[src/rtl/beam_sum_tx.sv]
// Beamformer summing stage: sequential masked accumulate of NUM_CH channels, normalise, and
// serialise as mono I2S. Define BEAM_SUM_SAT_EN to saturate the raw sum instead of averaging.
module beam_sum_tx #(
  parameter int DATA_W   = 19,
  parameter int NUM_CH   = 8,
  parameter int OUT_W    = 24,
  parameter int BCLK_DIV = 4
) (
  input  logic                     clk,
  input  logic                     rst,
  input  logic                     sample_valid,
  input  logic [NUM_CH*DATA_W-1:0] pcm_in,
  input  logic [NUM_CH-1:0]        channel_mask,
  output logic                     busy,
  output logic                     overrun,
  output logic [DATA_W-1:0]        sum_out,
  output logic                     sum_valid,
  output logic                     i2s_bclk,
  output logic                     i2s_lrclk,
  output logic                     i2s_sd
);
  localparam int LG    = $clog2(NUM_CH);
  localparam int CW    = (LG > 0) ? LG : 1;
  localparam int ACC_W = DATA_W + LG;
  localparam int DIV_W = $clog2(BCLK_DIV);

  typedef enum logic [1:0] {IDLE, ACCUM, DONE} state_t;
  state_t state, state_nxt;

  logic [NUM_CH*DATA_W-1:0]       snap_pcm;
  logic [NUM_CH-1:0]              snap_mask;
  logic [NUM_CH-1:0][DATA_W-1:0]  terms;
  logic signed [DATA_W-1:0]       term_sel;
  logic [CW-1:0]                  ch_idx;
  logic signed [ACC_W-1:0]        acc, acc_nxt;
  logic [DATA_W-1:0]              norm, hold;
  logic                           last_ch, accept;

  // masked-out channels contribute zero so the adder runs every ACCUM cycle
  for (genvar k = 0; k < NUM_CH; k++) begin : g_ch
    assign terms[k] = snap_mask[k] ? snap_pcm[k*DATA_W +: DATA_W] : '0;
  end

  assign term_sel = terms[ch_idx];
  assign last_ch  = (ch_idx == CW'(NUM_CH-1));
  assign acc_nxt  = acc + ACC_W'(term_sel);
  assign busy     = (state != IDLE);

`ifdef BEAM_SUM_SAT_EN
  localparam logic signed [ACC_W-1:0] SAT_MAX = ACC_W'((1 << (DATA_W-1)) - 1);
  localparam logic signed [ACC_W-1:0] SAT_MIN = -SAT_MAX - 1;
  always_comb begin
    if (acc_nxt > SAT_MAX)      norm = DATA_W'(SAT_MAX);
    else if (acc_nxt < SAT_MIN) norm = DATA_W'(SAT_MIN);
    else                        norm = DATA_W'(acc_nxt);
  end
`else
  always_comb begin
    norm = DATA_W'(acc_nxt >>> LG);
  end
`endif

  always_comb begin
    state_nxt = state;
    accept    = 1'b0;
    case (state)
      IDLE:  if (sample_valid) begin
               accept    = 1'b1;
               state_nxt = ACCUM;
             end
      ACCUM: if (last_ch) state_nxt = DONE;
      DONE:  state_nxt = IDLE;
      default: state_nxt = IDLE;
    endcase
  end

  always_ff @(posedge clk or negedge rst) begin
    if (!rst) state <= IDLE;
    else      state <= state_nxt;
  end

  always_ff @(posedge clk or negedge rst) begin
    if (!rst) begin
      snap_pcm  <= '0;
      snap_mask <= '0;
      ch_idx    <= '0;
      acc       <= '0;
      sum_out   <= '0;
      hold      <= '0;
      sum_valid <= 1'b0;
      overrun   <= 1'b0;
    end else begin
      sum_valid <= 1'b0;
      if (accept) begin
        snap_pcm  <= pcm_in;
        snap_mask <= channel_mask;
        acc       <= '0;
        ch_idx    <= '0;
      end else if (state == ACCUM) begin
        acc    <= acc_nxt;
        ch_idx <= ch_idx + CW'(1);
        if (last_ch) begin
          sum_out   <= norm;
          hold      <= norm;
          sum_valid <= 1'b1;
        end
      end
      if (sample_valid && busy) overrun <= 1'b1;
    end
  end

  // Free-running I2S transmitter; all serial outputs update on the bclk falling edge.
  logic [DIV_W-1:0] div_cnt;
  logic [5:0]       bit_cnt, bit_nxt;
  logic [OUT_W-1:0] tx_word, tx_sh, hold_word;
  logic             div_hit, bclk_fall;

  assign hold_word = OUT_W'(hold) << (OUT_W - DATA_W);
  assign div_hit   = (div_cnt == DIV_W'(BCLK_DIV-1));
  assign bclk_fall = div_hit && i2s_bclk;
  assign bit_nxt   = bit_cnt + 6'd1;

  always_ff @(posedge clk or negedge rst) begin
    if (!rst) begin
      div_cnt   <= '0;
      i2s_bclk  <= 1'b0;
      bit_cnt   <= '0;
      i2s_lrclk <= 1'b0;
      i2s_sd    <= 1'b0;
      tx_word   <= '0;
      tx_sh     <= '0;
    end else begin
      if (div_hit) begin
        div_cnt  <= '0;
        i2s_bclk <= ~i2s_bclk;
      end else begin
        div_cnt  <= div_cnt + DIV_W'(1);
      end
      if (bclk_fall) begin
        bit_cnt   <= bit_nxt;
        i2s_lrclk <= bit_nxt[5];
        if (bit_nxt[4:0] == 5'd0) begin
          // slot 0 of each half is the one-bclk delay; the word reloads for the right half
          i2s_sd <= 1'b0;
          if (bit_nxt == 6'd0) begin
            tx_word <= hold_word;
            tx_sh   <= hold_word;
          end else begin
            tx_sh   <= tx_word;
          end
        end else if ({1'b0, bit_nxt[4:0]} <= 6'(OUT_W)) begin
          i2s_sd <= tx_sh[OUT_W-1];
          tx_sh  <= tx_sh << 1;
        end else begin
          i2s_sd <= 1'b0;
        end
      end
    end
  end

endmodule

[config.mk]
export PLATFORM = sky130hd
export DESIGN_NAME = beam_sum_tx
export DESIGN_NICKNAME = d
export VERILOG_FILES = /design/src/rtl/beam_sum_tx.sv
export SDC_FILE = /design/constraint.sdc
export NUM_CORES = 1
export LEC_CHECK = 0
export CAP_MARGIN = 10
export CORE_MARGIN = 1.5
export CORE_UTILIZATION = 49
export CTS_CLUSTER_SIZE = 10
export DETAILED_ROUTE_END_ITERATION = 8
export MAX_ROUTING_LAYER = met4
export PLACE_DENSITY = 0.77
export SYNTH_ARGS = -nofsm -noshare
export SYNTH_HDL_FRONTEND = slang
export SYNTH_SLANG_ARGS = --single-unit
[constraint.sdc]
create_clock -name clk -period 3.4 [get_ports clk]
set_input_delay 0.34 -clock clk [delete_from_list [all_inputs] [get_ports clk]]
set_output_delay 0.34 -clock clk [all_outputs]
set_load 0.01 [all_outputs]
# After elaboration in Yosys (flattened, before gate mapping)
# Cells that the tools add are included.
[totals] reg_bits=267
[classes] add_sub_neg=4 order_cmp=2 n_eq_ne=5 n_mux=28 bitwise=2 n_reduce_logical=12
[ops] op="$mux 19" count=9
[ops] op="$mux 24" count=3
[ops] op="$bmux 19 s3" count=1
[ops] op="$mux 22" count=2
[ops] op="$add 22x19->22" count=1
[ops] op="$mux 1" count=7
[ops] op="$add 6x1->6 const B" count=1
[ops] op="$logic_not 6->1" count=1
[ops] op="$mux 2" count=3
[ops] op="$mux 3" count=2
[ops] op="$reduce_and 2->1" count=3
[ops] op="$reduce_bool 2->1" count=3
[ops] op="$le 5x5->1 const B" count=1
[ops] op="$logic_not 5->1" count=1
[ops] op="$lt 3x4->1 const B" count=1
[ops] op="$ne 2x2->1 const B" count=2
[ops] op="$pmux 2 s2" count=1
[ops] op="$add 3x1->3 const B" count=1
[ops] op="$eq 3x3->1 const B" count=1
[ops] op="$reduce_and 3->1" count=1
[ops] op="$add 2x1->2 const B" count=1
[ops] op="$eq 2x1->1 const B" count=1
[ops] op="$eq 2x2->1 const B" count=1
[ops] op="$logic_and 1x1->1" count=2
[ops] op="2 further kinds" count=3

# Longest topological paths before layout
# Gate-level depths: netlist (run 1).
[logic_depth] depth_word=6 mapped_depth=17 ltp_nobuf=15

# Least setup slack after synthesis (run 1)
# OpenSTA, ideal clock, no wires.
[synth_timing] kind="register to register" from="reg ch_idx[0]" to="reg acc[21]" arrival_time_ps=3318 required_ps=3276 path_slack_ps=-42 stages_incl_launch_ff=17 n_path_buf=3 cell_sequence="dfrtp_1 buf_6 and2_1 clkbuf_1 buf_1 a221oi_1 nor2_1 nand2_1 o31ai_1 ha_1 a21oi_1 nand2_1 o2111a_1 o21ba_2 or3_1 and2_0 a211o_1"
[synth_between] elab_chain_cells=5
[synth_rtl] item="start: declaration" line="34" source="logic [CW-1:0] ch_idx;"
[synth_rtl] item="start signal: assignment" line="101" source="ch_idx <= ch_idx + CW'(1);"
[synth_rtl] item="$bmux 19 s3" line="44" source="assign term_sel = terms[ch_idx];"
[synth_rtl] item="$mux 19 (implied by the code)" line="44"
[synth_rtl] item="$add 22x19->22" line="46" source="assign acc_nxt = acc + ACC_W'(term_sel);"
[synth_rtl] item="$mux 22" line="99" source="end else if (state == ACCUM) begin"
[synth_rtl] item="$mux 22" line="94" source="if (accept) begin"
[synth_rtl] item="end signal: assignment" line="100" source="acc <= acc_nxt;"
[synth_rtl] item="end: declaration" line="35" source="logic signed [ACC_W-1:0] acc, acc_nxt;"
# No other way between the ends. The select of a mux whose other input is x is not followed.
# A chain may end at the register's enable or synchronous reset.

# Worst setup path after layout (run 1)
[layout_timing] from="reg ch_idx[0]" to="reg acc[18]"
# Same word-level chain as after synthesis.

==> impl_metrics.csv, run 1 <==
group,metric,value,unit
outcome,outcome,"completed",
worst_hold_path,worstHoldPathCells,3,
synth,synthFlopType,"dfrtp_1",
sta,tns,0,ps
cts,path_clk_slew,50,ps
worst_setup_path,path_max_fanout,19,
sta,min_period_over_period,0.9854,
global_route,groute.usage.overall,0.2732,
finish,syn2layout_area_growth,31.00,%
cts,clockRootBuffer,"clkbuf_16",
synth,ys_seq_area_frac,0.5245,
sta,layout_min_cycle_time,3350,ps
synth,synthAdderAreaFrac,0.02820,
worst_setup_path,crit_type,"flop to flop",
routing,drt_first_iter_violations,1092,
flow_run,maxCapViolations,0,
finish,drive_gt1_frac,0.1223,
worst_setup_path,endpoint,"acc[18]",
pwr,p_switching,6.727,mW
routing,ant_nets,0,
finish,mostFrequentLayoutCells,"591 x nand2_1, 265 x dfrtp_1, 186 x clkdlybuf4s50_1",
sta,hold_viol,0,
worst_setup_path,cp.depth,14,
synth,async_flop_share,1.000,
worst_hold_path,hold_start,"pcm_in[123]",
finish,final_cells,2006,
sta,relSlewSlack,0.3542,
routing,via_count,11173,
pwr,powerDensity,979.2,nW/um2
worst_setup_path,cp_top_family,"compound AO/OA/AOI/OAI gates",
worst_setup_path,cp_data_required_time,3780,ps
routing,via_per_inst,5.570,
placement,io_buffers,187,
finish,diodes,0,
pwr,clkPwrFrac,0.168,
synth,avgSynthCellArea,8.681,um2
placement,place.gp.congestion,0.8973,
global_route,grt.overflow.total,0,
global_route,antenna_found_initial,0,
worst_setup_path,worstPathCellList,"and2_4 > buf_12 > a221oi_2 > nor2_1 > nand2_1 > o31ai_1 > ha_1 > a21o_1 > a21o_1 > a21oi_2 > o221ai_1 > a31oi_1 > xnor2_1 > o21ai_0",
worst_setup_path,endpoint_kind,"flop",
finish,final_common_cell,"nand2_1",
pwr,p_total,16.28,mW
synth,ys_seq_elements,266,
routing,wl_per_cell,17.69,um
global_route,grt_pass1_vias,10834,
floorplan,ios,188,
worst_setup_path,cp_common_cell,"a21o_1",
synth,muxShareOfSynthArea,0.01666,
pwr,max-vdd-ir-drop,0.5635,mV
floorplan,dieArea,26870,um2
pwr,internal-power,9.553,mW
synth,synthXorXnorAreaFrac,0.01686,
worst_setup_path,ff2ff_path_depth,14,
placement,place_area,15190,um2
worst_hold_path,worstHoldPathType,"input port to flop",
floorplan,die_w,163.9,um
worst_setup_path,critPathArrivalTime,3730,ps
floorplan,core-area,25330,um2
sta,fin_skew,19.56,ps
global_route,grt_pass1_wl,56.48,mm
worst_setup_path,cp-start-kind,"flop",
worst_setup_path,reg2reg_to,"acc[18]",
finish,stdcell_area,16620,um2
synth,synth-compound-area-share,0.1408,
synth,synth_cell_types,56,
synth,synth_top_family_by_area,"simple AND/OR/NAND/NOR gates",
cts,cts_buffers,30,
worst_setup_path,rrSetupSlack,50,ps
synth,yosys.area_share.simple,0.2340,
worst_setup_path,crit_start,"ch_idx[0]",
sta,worst_slew_pin_slew,968.7,ps
synth,synth-edff-count,0,
synth,synth_cells,1462,
pwr,pwr-share-comb,0.503,
routing,firstDrtPassIters,6,
synth,synth.net_count,1653,
worst_setup_path,crit_slowest_cell,"dfrtp_2",
worst_setup_path,reg2reg_from,"ch_idx[0]",
cts,clock-sinks,266,
sta,rsz0062_at_grt,"true",
sta,setup_viol,0,
finish,nFillCells,2012,
cts,htreeDepth,1,
worst_setup_path,critPathMaxStageDelay,460,ps
floorplan,start_util,0.5011,
routing,drc_errors,0,
cts,clock_latency,560,ps
sta,max_freq,298.5,MHz
pwr,p_leak,8.022,nW
floorplan,die_y,163.9,um
synth,synth_area,12690,um2
placement,dpl.hpwl,24.71,mm
cts,cts_tree,"built",
placement,dp.cells,1946,
sta,whs,309.7,ps
global_route,grt_max_degree,102,
synth,ys_warn_count,0,
routing,wl,35.49,mm
worst_setup_path,critPathBufInv,1,
cts,clockBufferDepth,3,
sta,slew_viol_final,0,
pwr,power_frac_seq,0.329,
pwr,swShare,0.4132,
floorplan,rows,58,
finish,final_nets,1866,
## per-stage QoR
step	utilization	worst slack, ps
CTS	0.6333	-6.087
detailed placement	0.5996	-232.3
floorplan	-	11.27
global placement	0.5996	-105.7
finish	0.6564	49.71
global route	0.6564	-61.62
## sequential cells by signal, indices dropped and copies added (netlist names), 2 cells and up
name	flops
tx_word	24
acc	22
state	2
tx_sh	24
snap_pcm	152
snap_mask	8
bit_cnt	5
div_cnt	2
ch_idx	3
hold	19
## cells by family (layout without fill, tap and decap cells)
logic type,count (synthesis),after routing
AO/OA/AOI/OAI,272,272
XOR/XNOR,22,22
adder cells (fa/ha/maj),28,28
buffers and inverters,116,330
flip-flops,266,266
multiplexers,21,21
AND/OR/NAND/NOR,737,737
## layout make-up
cell class                      count  area (um2)  area share
Clock buffer                       31       754.5     0.04538
Clock inverter                      2       21.27    0.001279
Multi-Input combinational cell   1080        5983      0.3599
Inverter                           16       60.06    0.003613
Sequential cell                   266        6658      0.4005
Tap cell                          330       412.9     0.02484
Timing Repair Buffer              281        2735      0.1645
## worst min path at each step
stage,end,slack (ps)
global route,snap_pcm[47],300
CTS,snap_pcm[129],300
floorplan,acc[0],40
detailed placement,div_cnt[0],420
finish,snap_pcm[123],310
global placement,div_cnt[0],410
## metal layers
| layer | wire, um | part of all wire | vias to the layer above | track usage |
|---|---|---|---|---|
| li1 | - | - | 5332 | - |
| met1 | 15650 | 0.44 | 5346 | 0.3741 |
| met2 | 16620 | 0.47 | 420 | 0.4267 |
| met3 | 2055 | 0.058 | 75 | 0.03232 |
| met4 | 1163 | 0.033 | 0 | 0.08760 |
| met5 | 0 | 0 | - | - |
## synth_stat cells (6+ instances only)
| library cell | instances | area [um2] |
|---|---|---|
| xor2_1 | 10 | 87.58 |
| nand2_1 | 594 | 2230 |
| buf_2 | 6 | 30.03 |
| and3_1 | 6 | 37.54 |
| nor2b_1 | 12 | 75.07 |
| a21o_1 | 6 | 45.04 |
| o31ai_1 | 25 | 187.7 |
| a21oi_1 | 52 | 260.3 |
| nand2b_1 | 7 | 43.79 |
| ha_1 | 27 | 337.8 |
| dfrtp_1 | 266 | 6656 |
| a221oi_1 | 72 | 630.6 |
| nand3_1 | 31 | 155.2 |
| buf_1 | 8 | 30.03 |
| o21ai_0 | 92 | 460.4 |
| inv_1 | 16 | 60.06 |
| mux2i_1 | 20 | 200.2 |
| nor2_1 | 52 | 195.2 |
| xnor2_1 | 10 | 87.58 |
| clkbuf_1 | 78 | 292.8 |
| buf_6 | 6 | 67.56 |
| nand4_1 | 6 | 37.54 |
## power groups by stage
stage          logic (mW)  registers, mW  clock network, mW
6_report             8.19           5.36               2.73
5_1_grt              9.03           5.46               2.89
4_1_cts              7.23           5.26               2.77
3_5_place_dp         7.09           5.28                  0
3_3_place_gp         6.86           5.27                  0
2_1_floorplan        4.56           4.98                  0
## what timing repair did
action                                  in CTS  in global routing
pin swaps                                    1                 17
endpoints found under the hold margin       97                  0
buffers inserted                             0                 25
gates cloned                                 0                  1
hold buffers                                 1                  0
gates resized for setup                     16                 76
endpoints found under the setup margin      20                 26
## worst reg2reg max path, cell delays in order, from the launching register on
cell      delay [ps]
dfrtp_2          460
and2_4           170
buf_12           160
a221oi_2         410
nor2_1           110
nand2_1          140
o31ai_1          130
ha_1             350
a21o_1           230
a21o_1           200
a21oi_2          200
o221ai_1         150
a31oi_1          190
xnor2_1          170
o21ai_0          110
(Power assumes the default switching activity.)
==> run 2: changes to the inputs <==
CELL_PAD_IN_SITES_DETAIL_PLACEMENT = 0   (was unset)
CELL_PAD_IN_SITES_GLOBAL_PLACEMENT = 1   (was unset)
CORE_UTILIZATION = 37   (was 49)
==> impl_metrics.csv, run 2 (same netlist as run 1, synthesis figures left out) <==
group,metric,value,unit
pwr,powerDensity,993.6,nW/um2
worst_setup_path,cp-start-kind,"flop",
pwr,internal-power,10.28,mW
routing,wl,37.12,mm
cts,path_clk_slew,60,ps
floorplan,start_util,0.3775,
finish,stdcell_area,17430,um2
finish,nFillCells,3107,
worst_setup_path,cp_top_family,"simple AND/OR/NAND/NOR gates",
cts,clockBufferDepth,3,
global_route,grt_pass1_vias,10949,
finish,syn2layout_area_growth,37.31,%
sta,setup_viol,0,
finish,mostFrequentLayoutCells,"587 x nand2_1, 265 x dfrtp_1, 186 x clkdlybuf4s50_1",
pwr,clkPwrFrac,0.171,
global_route,groute.usage.overall,0.2128,
placement,place.gp.congestion,0.8683,
placement,dpl.hpwl,26.10,mm
worst_setup_path,cp_data_required_time,3870,ps
finish,top_regs,"snap_pcm x152, tx_sh x24, tx_word x24",
sta,max_freq,297.7,MHz
finish,largest_reg_flops,152,
pwr,p_leak,8.331,nW
flow_run,maxCapViolations,0,
sta,hold_viol,0,
routing,wl_per_cell,17.13,um
worst_setup_path,worstPathCellList,"buf_4 > nor2b_1 > buf_4 > buf_4 > a221oi_1 > nor2_1 > nand2_2 > o31ai_4 > ha_1 > and4_4 > o2111a_2 > o21ba_4 > or3_4 > and2_4 > a211o_1",
pwr,swShare,0.4062,
finish,final_cells,2167,
routing,drc_errors,0,
floorplan,core-area,33620,um2
sta,rsz0062_at_grt,"true",
routing,ant_nets,0,
cts,cts_buffers,31,
finish,final_nets,1906,
worst_setup_path,cp_common_cell,"buf_4",
floorplan,ios,188,
finish,final_common_cell,"nand2_1",
global_route,grt_pass1_wl,58.86,mm
floorplan,die_y,188.2,um
sta,worst_slew_pin_slew,853.0,ps
worst_setup_path,path_max_fanout,8,
routing,firstDrtPassIters,5,
pwr,max-vdd-ir-drop,0.5434,mV
global_route,antenna_found_initial,0,
finish,diodes,0,
routing,drt_first_iter_violations,775,
worst_setup_path,crit_type,"flop to flop",
worst_setup_path,critPathMaxStageDelay,440,ps
floorplan,rows,67,
global_route,grt.overflow.total,0,
pwr,power_frac_seq,0.311,
worst_setup_path,critPathBufInv,3,
sta,slew_viol_final,0,
finish,top_register,"snap_pcm",
worst_setup_path,critPathArrivalTime,3830,ps
placement,pre_cts_slack,-178.2,ps
placement,dp.cells,2100,
routing,via_count,11090,
sta,fin_skew,35.22,ps
pwr,pwr-share-comb,0.518,
cts,clock_latency,580,ps
finish,drive_gt1_frac,0.1611,
finish,final_util,0.5184,
placement,place_area,15650,um2
floorplan,die_w,188.2,um
sta,layout_setup_ws,40.34,ps
sta,tns,0,ps
cts,cts_tree,"built",
floorplan,dieArea,35420,um2
sta,min_period_over_period,0.9881,
sta,relSlewSlack,0.4313,
cts,clock-sinks,266,
pwr,p_switching,7.033,mW
global_route,grt_max_degree,103,
worst_setup_path,endpoint_kind,"flop",
routing,via_per_inst,5.118,
worst_hold_path,worstHoldPathType,"input port to flop",
outcome,outcome,"completed",
cts,clockRootBuffer,"clkbuf_16",
cts,htreeDepth,1,
worst_setup_path,crit_slowest_cell,"dfrtp_2",
sta,layout_min_cycle_time,3360,ps
placement,io_buffers,187,
run 2: changes by cell type in the layout (fill, tap and decap cells not counted), moves of 4 or more:
cell	before	now
buf_4	77	108
a221oi_4	2	6
nand2_1	591	587
nand2_2	2	6
a221oi_1	45	38
nor2_1	49	44
o31ai_1	14	10
buf_6	4	9
run 2: per-stage QoR:
step / power (mW) / hold WS, ps
2_1_floorplan: 9.537 / 44.41
3_3_place_gp: 12.71 / 413.6
3_5_place_dp: 12.89 / 418.9
4_1_cts: 16.28 / 264.4
5_1_grt: 18.55 / 278.0
6_report: 17.31 / 281.0
run 2: power by group through the flow:
stage	Combinational, mW	Sequential, mW	Clock (mW)
floorplan	4.56	4.98	0
global route	9.87	5.52	3.17
detailed placement	7.60	5.29	0
finish	8.96	5.39	2.96
global placement	7.42	5.29	0
CTS	7.96	5.29	3.03
run 2: layout make-up:
type | count | area (um2) | share of cell area
sequential | 266 | 6658 | 0.3821
inverter | 16 | 60.06 | 0.003447
clock inverter | 3 | 58.81 | 0.003375
tap | 448 | 560.5 | 0.03217
multi-input combinational | 1080 | 6187 | 0.3551
clock buffer | 34 | 797.0 | 0.04574
timing repair buffer | 320 | 3104 | 0.1781
run 2: metal layers:
metal	track usage	vias up	part of all wire
met2	0.3190	277	0.45
met1	0.3046	5333	0.47
met4	0.05877	0	0.031
met5	-	-	0
met3	0.02514	66	0.044
li1	-	5414	-
run 2: worst min-delay path: cells and delay by family:
kind	cells	cell delay, ps
simple gates	2	90
buf+inv	1	390
run 2: timing repair:
| action | in CTS | in global routing |
|---|---|---|
| hold buffers | 1 | 0 |
| endpoints found under the setup margin | 16 | 22 |
| pin swaps | 14 | 48 |
| hold endpoints to repair | 98 | 0 |
| setup buffers | 15 | 13 |
| cloned | 1 | 1 |
| resized for setup | 41 | 99 |
run 2: path summary, 6_finish.rpt:
kind,startpoint,to,cells past startpoint,slack (ps)
hold reg to reg,div_cnt[0],div_cnt[0],1,420
max in group asynchronous,rst,snap_pcm[71],3,2060
hold / removal,pcm_in[41],snap_pcm[41],3,280
min in group asynchronous,rst,div_cnt[1],2,430
setup reg to reg,ch_idx[0],acc[21],15,40
setup / recovery,ch_idx[0],acc[21],15,40
